[src/rtl/sid_i2s_tx.sv]
`default_nettype none
// ============================================================================
//  Module   : sid_i2s_tx
//  Purpose  : I2S master transmitter for the SID stereo mix. Captures each
//             strobed 48-bit sample {left[23:0], right[23:0]} into a holding
//             register and serialises it as standard I2S (64 BCLKs per frame,
//             32-bit slots, 24 data bits MSB first, one BCLK of delay after
//             the LRCLK edge).
//  Ports    : clk         system clock, all logic on posedge
//             rst         asynchronous active-high reset
//             audio_i     {left, right} signed 24-bit samples
//             audio_stb   1-cycle strobe, audio_i valid
//             i2s_bclk    bit clock, 50% duty, clk/(2*BCLK_DIV)
//             i2s_lrclk   word select, 0 = left slot, 1 = right slot
//             i2s_sd      serial data, changes on BCLK falling edge
//             frame_o     1-cycle pulse when a new frame is loaded
//             underrun_o  1-cycle pulse with frame_o if no new sample arrived
//  Revision : 1.0  initial release
// ============================================================================
module sid_i2s_tx #(
    parameter int BCLK_DIV = 4
) (
    input  logic        clk,
    input  logic        rst,
    input  logic [47:0] audio_i,
    input  logic        audio_stb,
    output logic        i2s_bclk,
    output logic        i2s_lrclk,
    output logic        i2s_sd,
    output logic        frame_o,
    output logic        underrun_o
);

    localparam int                 c_DIV_W   = (BCLK_DIV > 1) ? $clog2(BCLK_DIV) : 1;
    localparam logic [c_DIV_W-1:0] c_DIV_MAX = c_DIV_W'(BCLK_DIV - 1);

    logic [c_DIV_W-1:0] r_div;
    logic               r_bclk;
    logic               r_lrclk;
    logic               r_sd;
    logic [5:0]         r_bit_cnt;
    logic [47:0]        r_hold;
    logic [47:0]        r_frame;
    logic               r_fresh;
    logic               r_frame_pulse;
    logic               r_underrun;

    logic               w_div_wrap;
    logic               w_fall;
    logic               w_load;
    logic [5:0]         w_bit_nxt;
    logic [4:0]         w_p;
    logic [4:0]         w_idx;
    logic [23:0]        w_word;
    logic               w_sd_nxt;

    // ------------------------------------------------------------------------
    // Next-bit computation. Everything is evaluated for the bit position the
    // counter is about to enter, so the flops present that bit right after
    // the BCLK falling edge.
    // ------------------------------------------------------------------------
    always_comb begin
        w_div_wrap = (r_div == c_DIV_MAX);
        w_fall     = w_div_wrap & r_bclk;
        w_bit_nxt  = r_bit_cnt + 6'd1;
        w_load     = w_fall & (w_bit_nxt == 6'd0);
        w_p        = w_bit_nxt[4:0];
        w_idx      = 5'd24 - w_p;
        w_word     = w_bit_nxt[5] ? r_frame[23:0] : r_frame[47:24];
        w_sd_nxt   = 1'b0;
        // Slot position 0 is the I2S one-bit delay; 25..31 are zero padding.
        if ((w_p >= 5'd1) && (w_p <= 5'd24)) begin
            w_sd_nxt = w_word[w_idx];
        end
    end

    // ------------------------------------------------------------------------
    // Bit-clock divider
    // ------------------------------------------------------------------------
    always_ff @(posedge clk or posedge rst) begin
        if (rst) begin
            r_div  <= '0;
            r_bclk <= 1'b0;
        end else if (w_div_wrap) begin
            r_div  <= '0;
            r_bclk <= ~r_bclk;
        end else begin
            r_div  <= r_div + 1'b1;
        end
    end

    // ------------------------------------------------------------------------
    // Serial shifter and frame load. The frame register latches the holding
    // register value from before any same-cycle capture.
    // ------------------------------------------------------------------------
    always_ff @(posedge clk or posedge rst) begin
        if (rst) begin
            r_bit_cnt     <= 6'd63;
            r_lrclk       <= 1'b1;
            r_sd          <= 1'b0;
            r_frame       <= '0;
            r_frame_pulse <= 1'b0;
            r_underrun    <= 1'b0;
        end else begin
            r_frame_pulse <= 1'b0;
            r_underrun    <= 1'b0;
            if (w_fall) begin
                r_bit_cnt <= w_bit_nxt;
                r_lrclk   <= w_bit_nxt[5];
                r_sd      <= w_sd_nxt;
                if (w_load) begin
                    r_frame       <= r_hold;
                    r_frame_pulse <= 1'b1;
                    r_underrun    <= ~r_fresh;
                end
            end
        end
    end

    // ------------------------------------------------------------------------
    // Holding register. A capture in the load cycle wins over the clear, so
    // that sample still counts as fresh for the following frame.
    // ------------------------------------------------------------------------
    always_ff @(posedge clk or posedge rst) begin
        if (rst) begin
            r_hold  <= '0;
            r_fresh <= 1'b0;
        end else if (audio_stb) begin
            r_hold  <= audio_i;
            r_fresh <= 1'b1;
        end else if (w_load) begin
            r_fresh <= 1'b0;
        end
    end

    assign i2s_bclk   = r_bclk;
    assign i2s_lrclk  = r_lrclk;
    assign i2s_sd     = r_sd;
    assign frame_o    = r_frame_pulse;
    assign underrun_o = r_underrun;

endmodule
`default_nettype wire

[config.mk]
export PLATFORM = sky130hd
export DESIGN_NAME = sid_i2s_tx
export DESIGN_NICKNAME = d
export VERILOG_FILES = /design/src/rtl/sid_i2s_tx.sv
export SDC_FILE = /design/constraint.sdc
export NUM_CORES = 1
export LEC_CHECK = 0
export CORE_MARGIN = 3
export CORE_UTILIZATION = 30
export DETAILED_ROUTE_END_ITERATION = 10
export SETUP_SLACK_MARGIN = 0.15
export SLEW_MARGIN = 30
export SYNTH_ARGS = -nofsm -noshare
export SYNTH_HDL_FRONTEND = slang
export SYNTH_SLANG_ARGS = --single-unit
export TNS_END_PERCENT = 5
[constraint.sdc]
create_clock -name clk -period 3.4 [get_ports clk]
set_input_delay 0.68 -clock clk [delete_from_list [all_inputs] [get_ports clk]]
set_output_delay 0.68 -clock clk [all_outputs]
set_load 0.1 [all_outputs]
# ---- After elaboration in Yosys (flattened, before gate mapping)
# Index checks and enable logic that the tools add are counted.
dict set report totals {
  register_bits 110
  input_bits 51
  out_inout_bits 5
  word_cells 36
}
dict set report op_classes {
  addsub 3
  magnitude_cmp 3
  n_eq_ne 1
  muxes 11
  bitwise 4
  reduce_logical 4
}
# cell n
set op_table {}
lappend op_table {{24-bit two-way mux} 1}
lappend op_table {{1-bit two-way mux} 8}
lappend op_table {{6-bit by 1-bit adder with 6-bit output, second input constant} 1}
lappend op_table {{6-bit logical NOT} 1}
lappend op_table {{5-bit by 6-bit less-than comparator with 1-bit output, second input constant} 1}
lappend op_table {{1-bit binary-select mux with 5-bit select} 1}
lappend op_table {{5-bit by 1-bit >= comparator with 1-bit output, second input constant} 1}
lappend op_table {{5-bit less-or-equal comparator, second input constant} 1}
lappend op_table {{5-bit subtractor, first input constant} 1}
lappend op_table {{2-bit by 1-bit adder with 2-bit output, second input constant} 1}
lappend op_table {{1-bit bitwise AND} 2}
lappend op_table {{2-bit equality test, second input constant} 1}
lappend op_table {{2-bit two-way mux} 1}
lappend op_table {{1-bit inverter} 2}
lappend op_table {{2-bit AND reduction} 1}
lappend op_table {{2-bit nonzero test} 1}
lappend op_table {{1-bit logical AND} 1}

# ---- Logic depth before layout (Yosys ltp)
dict set report logic_depth {
  word_depth 5
  depth_mapped 8
  mapped_depth_nobuf 7
}

# ---- Worst setup path after synthesis
# Ideal clock, no wire load.
dict set report synth_timing {
  path_kind {reg-to-reg}
  from {register, netlist name i2s_lrclk}
  to {register r_sd, in the netlist i2s_sd}
  setup_ns 0.134
  arrival_ns 2.389
  path_slack_ns 0.876
  stages_incl_launch_ff 8
  n_path_buf 1
  synth_period_minus_slack_ns 2.524
  cell_sequence {dfstp_2 -> buf_6 -> mux4_2 -> and2_0 -> a311oi_1 -> a21oi_1 -> o41ai_1 -> a211oi_1}
}
# item line
set synth_rtl {}
lappend synth_rtl {{to (signal assigned)} 110} ;# r_sd <= w_sd_nxt;
lappend synth_rtl {{to (decl)} 40} ;# logic r_sd;

# ---- Worst setup path in the final report
dict set report layout_timing {
  from {register r_bit_cnt[0]}
  to {register r_sd, in the netlist i2s_sd}
}
dict set report layout_between {
  elab_chain_cells 5
}
# item line
set layout_rtl {}
lappend layout_rtl {{from (decl)} 41} ;# logic [5:0] r_bit_cnt;
lappend layout_rtl {{from (signal assigned)} 108} ;# r_bit_cnt <= w_bit_nxt;
lappend layout_rtl {{6-bit by 1-bit adder with 6-bit output *} 65} ;# w_bit_nxt = r_bit_cnt + 6'd1;
lappend layout_rtl {{named net w_bit_nxt[1]} 51} ;# logic [5:0] w_bit_nxt;
lappend layout_rtl {{5-bit subtractor} 68} ;# w_idx = 5'd24 - w_p;
lappend layout_rtl {{1-bit binary-select mux with 5-bit select} 73} ;# w_sd_nxt = w_word[w_idx];
lappend layout_rtl {{1-bit two-way mux (not written as such)} 73}
lappend layout_rtl {{1-bit two-way mux *} 72} ;# if ((w_p >= 5'd1) && (w_p <= 5'd24)) begin
# Mark *: on every way through the listed nets, which the timed path passes. The rest lies on a longest branch. The select of a mux whose other input is x is not followed.
# A chain may end at the register's enable or synchronous reset.

==> metrics.txt <==
status finished, final reports clean; clock input transition at the sequential cells of the worst setup and hold paths 0.07 ns; drt initial violations 114; largest net degree at the start of global routing 79; Post-Syn Instances 345; first-pass GRT wire length 16100 um; synth warn 0; Vias 2865; mean cell area of the mapped netlist 13.9 um2; DR WL/cell 15.9 um; GR Util met1 0.160; Pwr Density 452 mW/mm2; max_cap viols 0; FF+latch count, synth 109; initial antenna violation count 0; Num CTS Buffers 9; cell area after synthesis 0.00478 mm2; Reg-to-Reg Start r_bit_cnt[0]$_DFFE_PP1P_; met2 Usage GRT 0.180; Seq pwr share 0.522; I/O pins 56; GP Congestion 0.874; Synth async-reset ratio 1.00; Worst Path Max Fanout 22; worst reg-to-reg path cell count 7; Post-Route Setup TNS 0 ns; # nets final 451; Antenna Violating Nets Remaining 0; Total GRT Usage 0.117; Leak 2.56 nW; Hold Path Class flip-flop to flip-flop; final wirelength 9730 um; Final Hold Fails 0; WS Path Type flip-flop to flip-flop; WP data required 3.63 ns; post-CTS sizing 0; Yosys cell types 50; top_reg_cell synth dfrtp_1; Clk pwr share 0.418; reg-to-reg slack, setup 0.52 ns; commonest cells after routing, fill and taps aside 103 x dfrtp_1, 98 x mux2_2, 49 x clkdlybuf4s50_1; syn nets 399; IO Port Bufs 55; CP Capture Type flip-flop; number of synthesized flops with an enable pin 0; period utilisation layout 0.846; Inst Count DP 597; Placement Rows 45; Area contributors post-synth dfrtp_1 54%, mux2_2 23%, dfstp_2 3.3%; final setup fails 0; Die Y 132 um; clock sink count 109; met3 usage 0.0309; busiest grt layer met2; Synth top area share 0.539; # hold bufs at CTS 0; Root Driver clkbuf_16; CTS tree yes; post-CTS setup repair buffer count 0; die area 0.0175 mm2; Starting Density 0.310; unrepaired setup endpoints after global routing no; synthesis-to-finish area growth 22.7%; clock skew 0.0111 ns; CP arrival 3.10 ns; worst-skew pair later-pin latency 0.35 ns; Detailed Routing Iterations Pass 1 4; layout cells sized above 1 0.343; most common cell after layout, fill and taps aside dfrtp_1; Slew @ Worst Pin 0.609 ns; Reg-to-Reg End i2s_sd$_DFFE_PP0P_; Vias/cell 4.67; H-tree depth 3; Min-Delay Startpoint r_div[0]$_DFF_PP0_; final worst path period need 2.88 ns; Psw 0.000542 W; startpoint types flip-flop; internal power 0.00211 W; Sw Ratio 0.204; final std cells w/o fill 613; Ant. Diodes 0; Core ar. 0.0154 mm2; maximum root-to-sink buffer count 2; hold path depth 1; Worst Hold Endpoint r_div[0]$_DFF_PP0_; logic gate share of total power 0.060; maximum VDD drop 0.000210 V; Slew HR 0.594; largest area contributor in the netlist dfrtp_1; register area share after synthesis 0.572; fmax 0.348 GHz; DRC 0; Die W 132 um; remaining global-route overflow 0; detailed placement HPWL 6870 um; vias in the first global route 2987; Max Slew Vio Count 0
-- layer usage --
layer / wire length, um / vias up
met1: 4720 / 1449
li1: - / 1354
met4: 147 / 0
met2: 4530 / 50
met5: 0 / -
met3: 328 / 12
-- layout make-up --
type	count	area, um2
Clock buffer	14	284
Clock inverter	2	38.8
Fill cell	1501	9560
Inverter	5	22.5
Multi-Input combinational cell	212	1940
Sequential cell	109	2740
Tap cell	211	264
Timing Repair Buffer	60	586
-- synth_stat cells (5+ instances only) --
cell type  count
nor2_1        10
nand2b_1       5
buf_1          5
o21ai_0        8
nand3_1        6
inv_1          5
a21oi_1        5
buf_2          8
mux2i_1        5
dfrtp_1      103
dfstp_2        6
mux2_2        98
nand2_1       13
nor3_1         5
-- state kept, by name, indices dropped and copies added, names as in the netlist --
name        count
r_frame        48
i2s_sd          1
i2s_bclk        1
r_fresh         1
frame_o         1
r_div           2
r_bit_cnt       5
i2s_lrclk       1
r_hold         48
underrun_o      1
-- metrics by stage --
step                      setup WS (ns)  area, um2  hold slack, ns   util  power, W
final                             0.523       5870           0.430  0.380   0.00265
after global routing              0.362       5870           0.445  0.380   0.00277
after CTS                         0.522       5870           0.434  0.380   0.00270
after detailed placement          0.551       5550           0.423  0.359   0.00158
after global placement            0.647       5540           0.414  0.359   0.00157
after floorplan                   0.876       4790           0.403      -   0.00148
-- how the worst max path moves through the flow --
stage	start	end	slack, ns	cells past startpoint
6_report	r_bit_cnt[0]$_DFFE_PP1P_	i2s_sd$_DFFE_PP0P_	0.52	7
5_1_grt	r_bit_cnt[0]$_DFFE_PP1P_	i2s_sd$_DFFE_PP0P_	0.36	7
4_1_cts	r_bit_cnt[0]$_DFFE_PP1P_	i2s_sd$_DFFE_PP0P_	0.52	7
3_5_place_dp	r_bit_cnt[0]$_DFFE_PP1P_	i2s_sd$_DFFE_PP0P_	0.55	7
3_3_place_gp	r_bit_cnt[0]$_DFFE_PP1P_	i2s_sd$_DFFE_PP0P_	0.65	7
2_1_floorplan	i2s_lrclk$_DFFE_PP1P_	i2s_sd$_DFFE_PP0P_	0.88	7
-- power by group through the flow --
stage	Clock (W)	Sequential (W)	Combinational, W
after floorplan	0	0.00140	0.0000880
after global placement	0	0.00141	0.000160
after detailed placement	0	0.00141	0.000164
after CTS	0.00115	0.00139	0.000165
after global routing	0.00120	0.00139	0.000178
final	0.00111	0.00139	0.000160
-- worst max-delay path: stages, from the launching register on --
cell and delay (ns):
dfstp_2 0.78, ha_1 0.61, mux4_2 0.40, and2_0 0.17
a311oi_1 0.22, a21oi_1 0.11, o41ai_1 0.38, a211oi_1 0.08
-- cells by family after synthesis --
group / Yosys count / synth area share
buffers and inverters: 24 / 0.0241
multiplexers: 106 / 0.253
AND/OR/NAND/NOR: 58 / 0.0670
XOR/XNOR: 9 / 0.0243
flip-flops: 109 / 0.572
adder cells (fa/ha/maj): 3 / 0.00785
AO/OA/AOI/OAI: 36 / 0.0521
Note: power is estimated with default switching activity, not from simulation.
